[src/rtl/mips_ctrl_pkg.sv]
// Shared MIPS control definitions: opcodes, ALU op encodings and the per-slot control bundle.
package mips_ctrl_pkg;

  localparam logic [5:0] OP_RTYPE = 6'b000000;
  localparam logic [5:0] OP_ADDI  = 6'b001000;
  localparam logic [5:0] OP_LW    = 6'b100011;
  localparam logic [5:0] OP_SW    = 6'b101011;
  localparam logic [5:0] OP_BEQ   = 6'b000100;
  localparam logic [5:0] OP_BNE   = 6'b000101;

  localparam logic [1:0] ALUOP_ADD   = 2'b00;
  localparam logic [1:0] ALUOP_SUB   = 2'b01;
  localparam logic [1:0] ALUOP_FUNCT = 2'b10;

  typedef struct packed {
    logic       branch_eq;
    logic       branch_ne;
    logic [1:0] aluop;
    logic       memread;
    logic       memwrite;
    logic       regdst;
    logic       regwrite;
    logic       alusrc;
  } ctrl_t;

  typedef enum logic {ST_ISSUE, ST_SPLIT} issue_st_e;

endpackage

[src/rtl/slot_decode.sv]
// Combinational decode of one issue slot: opcode to control bundle plus source-register usage.
module slot_decode
  import mips_ctrl_pkg::*;
(
  input  logic [5:0] opcode_i,
  output ctrl_t      ctrl_o,
  output logic       uses_rs_o,
  output logic       uses_rt_o
);

  always_comb begin
    ctrl_o          = '0;
    ctrl_o.aluop    = ALUOP_FUNCT;
    ctrl_o.regdst   = 1'b1;
    ctrl_o.regwrite = 1'b1;
    uses_rs_o       = 1'b1;
    uses_rt_o       = 1'b0;
    case (opcode_i)
      OP_RTYPE: uses_rt_o = 1'b1;
      OP_ADDI: begin
        ctrl_o.regdst = 1'b0;
        ctrl_o.aluop  = ALUOP_ADD;
        ctrl_o.alusrc = 1'b1;
      end
      OP_LW: begin
        ctrl_o.memread = 1'b1;
        ctrl_o.regdst  = 1'b0;
        ctrl_o.alusrc  = 1'b1;
        ctrl_o.aluop   = ALUOP_ADD;
      end
      OP_SW: begin
        ctrl_o.memwrite = 1'b1;
        ctrl_o.alusrc   = 1'b1;
        ctrl_o.aluop    = ALUOP_ADD;
        ctrl_o.regwrite = 1'b0;
        uses_rt_o       = 1'b1;
      end
      OP_BEQ, OP_BNE: begin
        ctrl_o.branch_eq = (opcode_i == OP_BEQ);
        ctrl_o.branch_ne = (opcode_i == OP_BNE);
        ctrl_o.aluop     = ALUOP_SUB;
        ctrl_o.regwrite  = 1'b0;
        uses_rt_o        = 1'b1;
      end
      default: begin
        // Unknown opcodes become NOPs that still occupy their slot.
        ctrl_o    = '0;
        uses_rs_o = 1'b0;
      end
    endcase
  end

endmodule

[src/rtl/issue_ctrl.sv]
// Multi-issue ID control: decodes a bundle, forms in-order issue groups under memory-port
// and load-dependency limits, stalls on load-use against EX and registers the ID/EX controls.
module issue_ctrl
  import mips_ctrl_pkg::*;
#(
  parameter int ISSUE_W   = 2,
  parameter int MEM_PORTS = 1,
  parameter int REG_AW    = 5
) (
  input  logic                      clk,
  input  logic                      rst,
  input  logic                      id_valid,
  input  logic [6*ISSUE_W-1:0]      id_opcode,
  input  logic [REG_AW*ISSUE_W-1:0] id_rs,
  input  logic [REG_AW*ISSUE_W-1:0] id_rt,
  output logic                      id_ready,
  input  logic                      flush,
  input  logic                      ex_ready,
  output logic                      ex_valid,
  output logic [ISSUE_W-1:0]        ex_slot_valid,
  output logic [ISSUE_W-1:0]        ex_branch_eq,
  output logic [ISSUE_W-1:0]        ex_branch_ne,
  output logic [ISSUE_W-1:0]        ex_memread,
  output logic [ISSUE_W-1:0]        ex_memwrite,
  output logic [ISSUE_W-1:0]        ex_regdst,
  output logic [ISSUE_W-1:0]        ex_regwrite,
  output logic [ISSUE_W-1:0]        ex_alusrc,
  output logic [2*ISSUE_W-1:0]      ex_aluop,
  output logic [REG_AW*ISSUE_W-1:0] ex_rt
);

  localparam logic [3:0] MEM_CAP = 4'(MEM_PORTS);

  logic [ISSUE_W-1:0][REG_AW-1:0] rs, rt;
  ctrl_t                          ctrl [ISSUE_W];
  logic [ISSUE_W-1:0]             use_rs, use_rt;

  issue_st_e                      state_q, state_d;
  logic [ISSUE_W-1:0]             done_q, done_d;
  logic                           ex_valid_q;
  logic [ISSUE_W-1:0]             ex_sv_q;
  ctrl_t                          ex_ctrl_q [ISSUE_W];
  logic [ISSUE_W-1:0][REG_AW-1:0] ex_rt_q;

  logic [ISSUE_W-1:0] remain, hz, grp;
  logic               stall, adv, all_done;
  logic [3:0]         mem_cnt;

  for (genvar g = 0; g < ISSUE_W; g++) begin : g_slot
    assign rs[g] = id_rs[REG_AW*g +: REG_AW];
    assign rt[g] = id_rt[REG_AW*g +: REG_AW];

    slot_decode u_dec (
      .opcode_i  (id_opcode[6*g +: 6]),
      .ctrl_o    (ctrl[g]),
      .uses_rs_o (use_rs[g]),
      .uses_rt_o (use_rt[g])
    );

    assign ex_branch_eq[g]     = ex_ctrl_q[g].branch_eq;
    assign ex_branch_ne[g]     = ex_ctrl_q[g].branch_ne;
    assign ex_memread[g]       = ex_ctrl_q[g].memread;
    assign ex_memwrite[g]      = ex_ctrl_q[g].memwrite;
    assign ex_regdst[g]        = ex_ctrl_q[g].regdst;
    assign ex_regwrite[g]      = ex_ctrl_q[g].regwrite;
    assign ex_alusrc[g]        = ex_ctrl_q[g].alusrc;
    assign ex_aluop[2*g +: 2]  = ex_ctrl_q[g].aluop;
  end

  always_comb begin
    logic stop, first, rdep;
    remain = (state_q == ST_ISSUE) ? '1 : ~done_q;

    hz = '0;
    for (int i = 0; i < ISSUE_W; i++)
      for (int j = 0; j < ISSUE_W; j++)
        if (ex_valid_q && ex_ctrl_q[j].memread && ex_rt_q[j] != '0 &&
            ((use_rs[i] && rs[i] == ex_rt_q[j]) || (use_rt[i] && rt[i] == ex_rt_q[j])))
          hz[i] = 1'b1;

    // Walk remaining slots oldest-first; the group ends at the first slot that cannot join.
    grp     = '0;
    stall   = 1'b0;
    stop    = 1'b0;
    first   = 1'b1;
    rdep    = 1'b0;
    mem_cnt = '0;
    for (int i = 0; i < ISSUE_W; i++) begin
      if (remain[i] && !stop) begin
        rdep = 1'b0;
        for (int k = 0; k < ISSUE_W; k++)
          if (k < i && grp[k] && ctrl[k].memread &&
              ((use_rs[i] && rs[i] == rt[k]) || (use_rt[i] && rt[i] == rt[k])))
            rdep = 1'b1;
        if (hz[i]) begin
          stall = first;
          stop  = 1'b1;
        end else if (!first && (rdep || ((ctrl[i].memread || ctrl[i].memwrite) && mem_cnt >= MEM_CAP))) begin
          stop = 1'b1;
        end else begin
          grp[i]  = 1'b1;
          mem_cnt = mem_cnt + {3'b000, (ctrl[i].memread | ctrl[i].memwrite)};
        end
        first = 1'b0;
      end
    end

    adv      = id_valid && ex_ready && !stall && !flush && !rst;
    done_d   = done_q | grp;
    all_done = &done_d;
    if (all_done) done_d = '0;
    state_d  = all_done ? ST_ISSUE : ST_SPLIT;
    id_ready = adv && all_done;
  end

  always_ff @(posedge clk) begin
    if (rst || flush) begin
      state_q    <= ST_ISSUE;
      done_q     <= '0;
      ex_valid_q <= 1'b0;
      ex_sv_q    <= '0;
      ex_rt_q    <= '0;
      for (int i = 0; i < ISSUE_W; i++) ex_ctrl_q[i] <= '0;
    end else if (ex_ready) begin
      if (adv) begin
        state_q    <= state_d;
        done_q     <= done_d;
        ex_valid_q <= 1'b1;
        ex_sv_q    <= grp;
        for (int i = 0; i < ISSUE_W; i++) begin
          ex_ctrl_q[i] <= grp[i] ? ctrl[i] : '0;
          ex_rt_q[i]   <= grp[i] ? rt[i] : '0;
        end
      end else begin
        // Bubble or idle: drop the valid, keep done so a stalled bundle resumes in place.
        ex_valid_q <= 1'b0;
        ex_sv_q    <= '0;
      end
    end
  end

  assign ex_valid      = ex_valid_q;
  assign ex_slot_valid = ex_sv_q;
  assign ex_rt         = ex_rt_q;

endmodule

[config.mk]
export PLATFORM = sky130hd
export DESIGN_NAME = issue_ctrl
export DESIGN_NICKNAME = d
export VERILOG_FILES = /design/src/rtl/mips_ctrl_pkg.sv /design/src/rtl/slot_decode.sv /design/src/rtl/issue_ctrl.sv
export SDC_FILE = /design/constraint.sdc
export NUM_CORES = 1
export LEC_CHECK = 0
export BUFFER_PORTS_ARGS = -buffer_cell sky130_fd_sc_hd__buf_2
export CORE_MARGIN = 10
export CORE_UTILIZATION = 55
export DETAILED_ROUTE_END_ITERATION = 6
export GPL_ROUTABILITY_DRIVEN = 0
export GPL_TIMING_DRIVEN = 0
export PLACE_DENSITY = 0.95
export SLEW_MARGIN = 25
export SYNTH_ARGS = -nofsm -noshare
export SYNTH_HDL_FRONTEND = slang
export SYNTH_SLANG_ARGS = --single-unit
export TNS_END_PERCENT = 30
[constraint.sdc]
create_clock -name clk -period 5.2 [get_ports clk]
set_input_delay 0.52 -clock clk [delete_from_list [all_inputs] [get_ports clk]]
set_output_delay 0.52 -clock clk [all_outputs]
set_load 0.005 [all_outputs]
==> results of run 1 <==
## cell type report
cell class	count	area share
clock inverters	3	0.00610
clock buffers	5	0.0258
repair buffers	63	0.118
well taps	48	0.0225
multi-input cells	170	0.463
inverters	1	0.00141
flip-flops and latches	34	0.323
plain buffers	19	0.0399
## synth_stat cells (3+ instances only)
cell type	instances	area [um^2]
buf_2	4	20.0
xor2_1	23	201
nand2b_1	4	25.0
nand3_1	11	55.1
edfxtp_1	18	541
dfxtp_1	16	320
clkbuf_1	10	37.5
a32o_1	10	100
nor2_1	13	48.8
xnor2_1	27	236
nand2_1	6	22.5
a21oi_1	7	35.0
nor3_1	18	90.1
nor4_1	8	50.1
nor2b_1	3	18.8
buf_6	4	45.0
## per-layer routing
layer	GRT usage	wire length, um	vias up
li1	-	-	964
met1	0.196	2440	951
met2	0.281	3080	106
met3	0.0547	543	17
met4	0.0600	123	0
met5	0	0	-
## kinds of logic (layout without fill, tap and decap cells)
kind of cell | Yosys count | after routing | synth area share
AO/OA/AOI/OAI | 35 | 35 | 0.133
multiplexers | 1 | 1 | 0.00510
XOR/XNOR | 50 | 50 | 0.198
AND/OR/NAND/NOR | 84 | 84 | 0.223
buffers and inverters | 20 | 91 | 0.0499
flip-flops | 34 | 34 | 0.390
## registers in the layout, indices dropped and copies added (netlist names)
register,flops
done_q,2
ex_valid,1
ex_slot_valid,2
ex_rt,10
ex_ctrl_q,18
state_q,1
## worst min-delay path, delay by kind of cell, from the launching register on
family,cells,cell delay [ps]
flip-flops,1,310
AND/OR/NAND/NOR,1,60
AO/OA/AOI/OAI,1,60
## worst max path at each step
stage / from / endpoint / slack, ps / depth (start not counted)
after floorplan: ex_rt[0]$_SDFFE_PP0P_ / ex_ctrl_q[0][0]$_SDFFCE_PN0P_ / 2460 / 9
after global placement: ex_rt[3]$_SDFFE_PP0P_ / ex_ctrl_q[0][5]$_SDFFCE_PN0P_ / 2130 / 9
after detailed placement: ex_rt[3]$_SDFFE_PP0P_ / ex_ctrl_q[0][5]$_SDFFCE_PN0P_ / 2040 / 9
after CTS: ex_rt[3]$_SDFFE_PP0P_ / ex_ctrl_q[0][2]$_SDFFCE_PN0P_ / 2010 / 9
after global routing: ex_rt[3]$_SDFFE_PP0P_ / ex_ctrl_q[0][14]$_SDFFCE_PN0P_ / 1770 / 9
final: ex_rt[3]$_SDFFE_PP0P_ / ex_ctrl_q[0][14]$_SDFFCE_PN0P_ / 1940 / 9
## report_power, final
group          internal, mW  switching, mW
registers             0.291        0.00337
logic                0.0436         0.0571
clock network        0.0916         0.0984
total                 0.426          0.159
==> qor.txt, run 1 <==
Pwr/cell area: 219 nW/um^2
Slowest stage delay, CP: 620 ps
Synthesized Nets: 261
Setup TNS: 0 ps
Antenna-violating nets left: 0
Largest net degree at the start of global routing: 19
DRC: 0
Gr usage total: 0.169
Worst Hold Depth: 2
Clock root cell: clkbuf_8
Yosys warnings: 0
Gate Count Post-Synth: 224
Crit path required time: 5050 ps
Cell Area, Placed: 2580 um^2
CTS tree: done
Die height: 83.3 um
Hold Vio Cnt, Final: 0
Synth-to-Final Area Change: 20.9%
Beginning of the worst hold path: ex_slot_valid[0]$_SDFFE_PP0P_
Final Setup Violations: 0
Max FO, Critical Path: 18
Least-Margin Pin Slew: 773 ps
Critical path capture point type: flop
Initial cell density of the core: 0.585
R2r setup slk: 1940 ps
Core area: 3770 um^2
Tmin final: 3260 ps
Worst Hold Class: flop to flop
Grt ovf: 0
R2R Path End: ex_ctrl_q[0][14]$_SDFFCE_PN0P_
Worst hold margin: 479 ps
Vias in the first global route: 2,055
Main synth FF type: edfxtp_1
Worst setup SP type: flop
CP Cell Sequence: clkbuf_1 > or4_4 > o211ai_2 > nor4_1 > o211ai_1 > o211ai_1 > a21o_1 > buf_6 > nand2_1
HPWL after DPL: 4840 um
Library cells used by synthesis: 47
Max Clock Skew: 5.01 ps
Synthesized flop and latch total: 34
I/O pins: 69
Worst R2R Path Depth: 9
Crit path max-delay family: simple AND/OR/NAND/NOR gates
Drt total wl: 6180 um
Maximum Capacitance Violations: 0
Post-cts repair resize count: 0
CP max-delay cell: nor4_1
Max_slew headroom: 0.483
Vias per inst: 5.94
TritonRoute pass-1 iters: 4
CP dominant cell by count: o211ai_1
Max Freq: 306 MHz
Max IR drop VDD: 0.174 mV
Clock sinks: 34
Clk pin slew, worst setup/hold paths: 70 ps
H-tree Lvls: 2
I/O Buffers: 63
FF-to-FF Start: ex_rt[3]$_SDFFE_PP0P_
1st-iter DRT viols: 203
Via count: 2,038
Max-slew violations: 0
Post-CTS Setup Bufs: 0
Dpl cells: 335
Nets: 331
Inserted Clock Buffers: 5
Layout cells sized above 1: 0.302
Buf/Inv on CP: 2
Final Instance Area: 2670 um^2
Status: completed
Final period util: 0.628
CP arrival: 3120 ps
CTS Buffer Depth: 2
Post-layout util: 0.707
Sequential fraction of the synthesis area: 0.390
Die Wd: 83.3 um
Worst Setup Path Type: flop to flop
N_diodes: 0
Cell Area, Synth: 2210 um^2
Dpl ws: 2040 ps
Hold Path Sink: ex_slot_valid[0]$_SDFFE_PP0P_
Die area: 6950 um^2
Post-synth EDFFs: 18
Async set-reset flop share out of synthesis: 0
Clock insertion delay at the later pin of the skew report: 290 ps
Leading cell type in the layout, fill and taps excluded: buf_2
Fillers: 282
Initial antenna violation count: 0
First-pass GRT wire length: 9870 um
Multi-input gate area: 1240 um^2
Post-CTS Hold Buffers: 0
Mean Syn Cell Area: 9.85 um^2
Row count: 22
Final Non-Filler Cells: 343
Final Total Pwr: 585 uW
RSZ-0062 raised after global routing: false
Register area: 861 um^2
Leakage: 1.14 nW
Most frequent cells in the layout: buf_2, xnor2_1, xor2_1, nor3_1, edfxtp_1
Routed length per instance: 18.0 um
PnR worst setup slack: 1940 ps
(Power assumes the default switching activity.)
==> run 2, diff against run 1 <==
- CORE_UTILIZATION: 55 -> 51
- PLACE_DENSITY: 0.95 -> 0.91
- clock period: 5.2 -> 3.4 ns (I/O delays scaled with it)
==> qor.txt, run 2 (same netlist as run 1, synthesis figures left out) <==
Grt ovf: 0 (unchanged)
Status: completed (unchanged)
Via count: 2,070 (was 2,038)
Max IR drop VDD: 0.334 mV (was 0.174 mV)
Post-cts repair resize count: 0 (unchanged)
CP max-delay cell: nand2_1 (was nor4_1)
Clock sinks: 34 (unchanged)
1st-iter DRT viols: 199 (was 203)
Max Freq: 310 MHz (was 306 MHz)
Initial cell density of the core: 0.540 (was 0.585)
Die area: 7360 um^2 (was 6950 um^2)
First-pass GRT wire length: 10,200 um (was 9870 um)
R2R Path End: ex_ctrl_q[0][17]$_SDFFCE_PN0P_ (was ex_ctrl_q[0][14]$_SDFFCE_PN0P_)
H-tree Lvls: 2 (unchanged)
Inserted Clock Buffers: 5 (unchanged)
Crit path required time: 3330 ps (was 5050 ps)
Max Clock Skew: 8.83 ps (was 5.01 ps)
Final Setup Violations: 0 (unchanged)
Routed length per instance: 18.4 um (was 18.0 um)
I/O pins: 69 (unchanged)
Slowest stage delay, CP: 580 ps (was 620 ps)
Post-layout util: 0.666 (was 0.707)
Antenna-violating nets left: 0 (unchanged)
Drt total wl: 6350 um (was 6180 um)
Maximum Capacitance Violations: 0 (unchanged)
Row count: 23 (was 22)
PnR worst setup slack: 175 ps (was 1940 ps)
Pwr/cell area: 391 nW/um^2 (was 219 nW/um^2)
FF-to-FF Start: ex_rt[7]$_SDFFE_PP0P_ (was ex_rt[3]$_SDFFE_PP0P_)
Die Wd: 85.8 um (was 83.3 um)
DRC: 0 (unchanged)
Clock insertion delay at the later pin of the skew report: 300 ps (was 290 ps)
TritonRoute pass-1 iters: 5 (was 4)
Dpl ws: 265 ps (was 2040 ps)
RSZ-0062 raised after global routing: false (unchanged)
Vias per inst: 6.00 (was 5.94)
I/O Buffers: 63 (unchanged)
Fillers: 315 (was 282)
Worst Hold Class: primary input to flop (was flop to flop)
Core area: 4090 um^2 (was 3770 um^2)
R2r setup slk: 170 ps (was 1940 ps)
Post-CTS Setup Bufs: 0 (unchanged)
Reg with most FFs: ex_ctrl_q (unchanged)
Worst R2R Path Depth: 9 (unchanged)
Combinational Power Share: 0.145 (was 0.172)
Setup TNS: 0 ps (unchanged)
CP startpoint: ex_rt[7]$_SDFFE_PP0P_ (was ex_rt[3]$_SDFFE_PP0P_)
CTS Buffer Depth: 2 (unchanged)
Max FO, Critical Path: 18 (unchanged)
Vias in the first global route: 2,093 (was 2,055)
Most frequent cells in the layout: buf_2, xnor2_1, xor2_1, nor3_1, edfxtp_1 (unchanged)
Leading cell type in the layout, fill and taps excluded: buf_2 (unchanged)
CP Cell Sequence: clkbuf_1 > or4_1 > o211ai_2 > nor4_1 > o21ai_0 > a21oi_1 > a21o_1 > buf_6 > nand2_1 (was clkbuf_1 > or4_4 > o211ai_2 > nor4_1 > o211ai_1 > o211ai_1 > a21o_1 > buf_6 > nand2_1)
Tmin final: 3230 ps (was 3260 ps)
Least-Margin Pin Slew: 777 ps (was 773 ps)
Max-slew violations: 0 (unchanged)
Synth-to-Final Area Change: 23.4% (was 20.9%)
Setup crit end: ex_ctrl_q[0][17]$_SDFFCE_PN0P_ (was ex_ctrl_q[0][14]$_SDFFCE_PN0P_)
Clk pwr share: 0.433 (was 0.325)
Layout cells sized above 1: 0.305 (was 0.302)
Clock root cell: clkbuf_8 (unchanged)
Gr usage total: 0.169 (about the same)
Net Sw Frac: 0.244 (was 0.272)
Max_slew headroom: 0.480 (was 0.483)
Worst Setup Path Type: flop to flop (unchanged)
Final period util: 0.949 (was 0.628)
CP arrival: 3150 ps (was 3120 ps)
Largest net degree at the start of global routing: 19 (unchanged)
Leakage: 1.17 nW (was 1.14 nW)
Sw Pwr: 260 uW (was 159 uW)
Initial antenna violation count: 0 (unchanged)
Reg power frac: 0.422 (was 0.503)
Number of flip-flops in the largest register: 18 (unchanged)
Critical path capture point type: flop (unchanged)
Die height: 85.8 um (was 83.3 um)
Hold Vio Cnt, Final: 0 (unchanged)
Nets: 331 (unchanged)
CTS tree: done (unchanged)
Worst hold margin: 333 ps (was 479 ps)
HPWL after DPL: 4880 um (was 4840 um)
Int Power: 805 uW (was 426 uW)
Final Total Pwr: 1.06 mW (was 585 uW)
Worst setup SP type: flop (unchanged)
Clk pin slew, worst setup/hold paths: 70 ps (about the same)
N_diodes: 0 (unchanged)
Post-CTS Hold Buffers: 0 (unchanged)
-- run 2: cell type report --
type	count	area (um^2)	share of cell area
clock inverter	3	68.8	0.0253
buffer	19	106	0.0391
tap	50	62.6	0.0230
inverter	1	3.75	0.00138
sequential	34	861	0.316
multi-input combinational	170	1240	0.454
timing repair buffer	63	315	0.116
clock buffer	5	68.8	0.0253
-- run 2: power by group through the flow --
| stage | sequential [mW] | combinational [mW] | clock [mW] |
|---|---|---|---|
| after floorplan | 0.460 | 0.0853 | 0 |
| after global routing | 0.451 | 0.168 | 0.477 |
| final | 0.449 | 0.155 | 0.461 |
| after global placement | 0.458 | 0.146 | 0 |
| after CTS | 0.449 | 0.154 | 0.460 |
| after detailed placement | 0.459 | 0.151 | 0 |
-- run 2: layer usage --
layer / vias up / share of wire / GRT usage
met5: - / 0 / 0
met1: 994 / 0.41 / 0.195
met3: 16 / 0.075 / 0.0445
li1: 959 / - / -
met2: 101 / 0.49 / 0.288
met4: 0 / 0.024 / 0.0674
-- run 2: worst min path at each step --
| stage | from | to | depth (start not counted) |
|---|---|---|---|
| 2_1_floorplan | ex_slot_valid[0]$_SDFFE_PP0P_ | ex_slot_valid[0]$_SDFFE_PP0P_ | 2 |
| 3_3_place_gp | ex_slot_valid[0]$_SDFFE_PP0P_ | ex_slot_valid[0]$_SDFFE_PP0P_ | 2 |
| 3_5_place_dp | ex_slot_valid[0]$_SDFFE_PP0P_ | ex_slot_valid[0]$_SDFFE_PP0P_ | 2 |
| 4_1_cts | ex_ready | ex_slot_valid[1]$_SDFFE_PP0P_ | 3 |
| 5_1_grt | ex_ready | ex_valid$_SDFFE_PP0P_ | 3 |
| 6_report | ex_ready | ex_slot_valid[1]$_SDFFE_PP0P_ | 3 |
-- run 2: through the flow --
stage | instance area (um^2) | std cells
final | 2720 | 345
after global routing | 2720 | 345
after CTS | 2720 | 345
after detailed placement | 2580 | 337
after global placement | 2580 | 337
after floorplan | 2210 | 224
-- run 2: worst max-delay path, delay by kind of cell, from the launching register on --
family / cells / cell delay (ps)
and+or+nand+nor: 3 / 1210
DFF: 1 / 310
buffers and inverters: 2 / 360
AOI/OAI and AO/OA: 4 / 980
==> run 3, diff against run 2 <==
- clock period: 3.4 -> 3.04 ns (I/O delays scaled with it)
==> qor.txt, run 3 (same netlist as run 1, synthesis figures left out) <==
Hold Path Sink: ex_slot_valid[1]$_SDFFE_PP0P_ (unchanged)
Max-slew violations: 0 (unchanged)
Worst hold margin: 303 ps (was 333 ps)
Post-layout util: 0.669 (was 0.666)
RSZ-0062 raised after global routing: false (unchanged)
Clock insertion delay at the later pin of the skew report: 300 ps (about the same)
Row count: 23 (unchanged)
Largest net degree at the start of global routing: 19 (unchanged)
CTS tree: done (unchanged)
Critical path capture point type: primary output (was flop)
Final Total Pwr: 1.19 mW (was 1.06 mW)
Final Setup Violations: 0 (unchanged)
Max Clock Skew: 10.6 ps (was 8.83 ps)
Final period util: 0.952
Worst R2R Path Depth: 9 (unchanged)
Reg with most FFs: ex_ctrl_q (unchanged)
1st-iter DRT viols: 232 (was 199)
I/O Buffers: 63 (unchanged)
FF-to-FF Start: ex_rt[7]$_SDFFE_PP0P_ (unchanged)
Layout cells sized above 1: 0.312 (was 0.305)
Beginning of the worst hold path: ex_ready (unchanged)
Worst Hold Class: primary input to flop (unchanged)
Initial antenna violation count: 0 (unchanged)
Leading cell type in the layout, fill and taps excluded: buf_2 (unchanged)
Via count: 2,075 (was 2,070)
Hold Vio Cnt, Final: 0 (unchanged)
Tmin final: 2890 ps
Maximum Capacitance Violations: 0 (unchanged)
Number of flip-flops in the largest register: 18 (unchanged)
Grt ovf: 0 (unchanged)
Clock root cell: clkbuf_8 (unchanged)
Die height: 85.8 um (unchanged)
Max Freq: 345 MHz
TritonRoute pass-1 iters: 5 (unchanged)
Die area: 7360 um^2 (unchanged)
Status: completed (unchanged)
Gr usage total: 0.169 (about the same)
Core area: 4090 um^2 (unchanged)
Synth-to-Final Area Change: 23.9% (was 23.4%)
Clock sinks: 34 (unchanged)
H-tree Lvls: 2 (unchanged)
Worst setup SP type: flop (unchanged)
R2r setup slk: 180 ps (was 170 ps)
Worst Setup Path Type: flop to primary output (was flop to flop)
Vias in the first global route: 2,093 (unchanged)
Nets: 331 (unchanged)
Crit path required time: 2740 ps (was 3330 ps)
Multi-input gate area: 1250 um^2 (was 1240 um^2)
Initial cell density of the core: 0.540 (unchanged)
HPWL after DPL: 4880 um (unchanged)
Inserted Clock Buffers: 5 (unchanged)
DRC: 0 (unchanged)
Pwr/cell area: 435 nW/um^2 (was 391 nW/um^2)
Max IR drop VDD: 0.374 mV (was 0.334 mV)
R2R Path End: ex_ctrl_q[0][17]$_SDFFCE_PN0P_ (unchanged)
Most frequent cells in the layout: buf_2, xnor2_1, xor2_1, edfxtp_1, nor3_1 (was buf_2, xnor2_1, xor2_1, nor3_1, edfxtp_1)
Max_slew headroom: 0.632 (was 0.480)
Setup TNS: 0 ps (unchanged)
Worst Hold Depth: 3 (unchanged)
Drt total wl: 6370 um (was 6350 um)
Register area: 861 um^2 (unchanged)
N_diodes: 0 (unchanged)
CP arrival: 2590 ps (was 3150 ps)
Routed length per instance: 18.5 um (was 18.4 um)
Leakage: 1.18 nW (was 1.17 nW)
Max FO, Critical Path: 6 (was 18)
I/O pins: 69 (unchanged)
Die Wd: 85.8 um (unchanged)
Clk pin slew, worst setup/hold paths: 70 ps (about the same)
Antenna-violating nets left: 0 (unchanged)
Least-Margin Pin Slew: 548 ps (was 777 ps)
Fillers: 311 (was 315)
CTS Buffer Depth: 2 (unchanged)
Vias per inst: 6.01 (was 6.00)
First-pass GRT wire length: 10,200 um (about the same)
-- run 3: cell counts in the layout (fill, tap and decap cells not counted) --
Identical to the previous run, type by type.
-- run 3: cell type report --
cell class / instances / area share
buffer: 19 / 0.0389
clock buffer: 5 / 0.0252
clock inverter: 3 / 0.0252
inverter: 1 / 0.00137
multi-input combinational: 170 / 0.457
sequential: 34 / 0.315
tap: 50 / 0.0229
timing repair buffer: 63 / 0.115
-- run 3: per-stage QoR --
step / instance area, um^2 / worst slack, ps / cells
2_1_floorplan: 2210 / 305 / 224
3_3_place_gp: 2580 / -16.9 / 337
3_5_place_dp: 2580 / -95.1 / 337
4_1_cts: 2730 / 112 / 345
5_1_grt: 2740 / 5.16 / 345
6_report: 2740 / 145 / 345
-- run 3: worst max-delay path by stage --
stage | slack, ps | start | cells after the start | end
floorplan | 300 | ex_rt[0]$_SDFFE_PP0P_ | 9 | ex_ctrl_q[0][0]$_SDFFCE_PN0P_
global route | 5 | ex_rt[7]$_SDFFE_PP0P_ | 8 | id_ready
global placement | -20 | ex_rt[7]$_SDFFE_PP0P_ | 9 | ex_ctrl_q[0][4]$_SDFFCE_PN0P_
detailed placement | -100 | ex_rt[7]$_SDFFE_PP0P_ | 9 | ex_ctrl_q[0][2]$_SDFFCE_PN0P_
finish | 150 | ex_rt[7]$_SDFFE_PP0P_ | 8 | id_ready
CTS | 110 | ex_rt[7]$_SDFFE_PP0P_ | 8 | id_ready
-- run 3: critical path: stages (launching register included) --
cell      delay, ps
dfxtp_1         310
clkbuf_1        210
or4_1           530
o211ai_2        260
nor4_1          100
o21ai_0         320
a21oi_1         170
nor3_2          240
buf_2           170
-- run 3: routing by layer --
layer,track usage,share of wire,up-vias
li1,-,-,956
met2,0.288,0.49,105
met4,0.0674,0.026,0
met1,0.195,0.41,999
met3,0.0445,0.073,15
met5,0,0,-
-- run 3: what timing repair did --
| action | 4_1_cts | 5_1_grt |
|---|---|---|
| endpoints found under the setup margin | 18 | 19 |
| hold buffers | 0 | 0 |
| setup buffers | 0 | 0 |
| resized for setup | 1 | 2 |
| pin swaps | 0 | 1 |
-- run 3: power by group --
| part | switching [mW] | total, mW | internal, mW | leakage, nW |
|---|---|---|---|---|
| logic | 0.0989 | 0.174 | 0.0749 | 0.779 |
| registers | 0.00587 | 0.502 | 0.497 | 0.332 |
| clock network | 0.186 | 0.515 | 0.329 | 0.0683 |
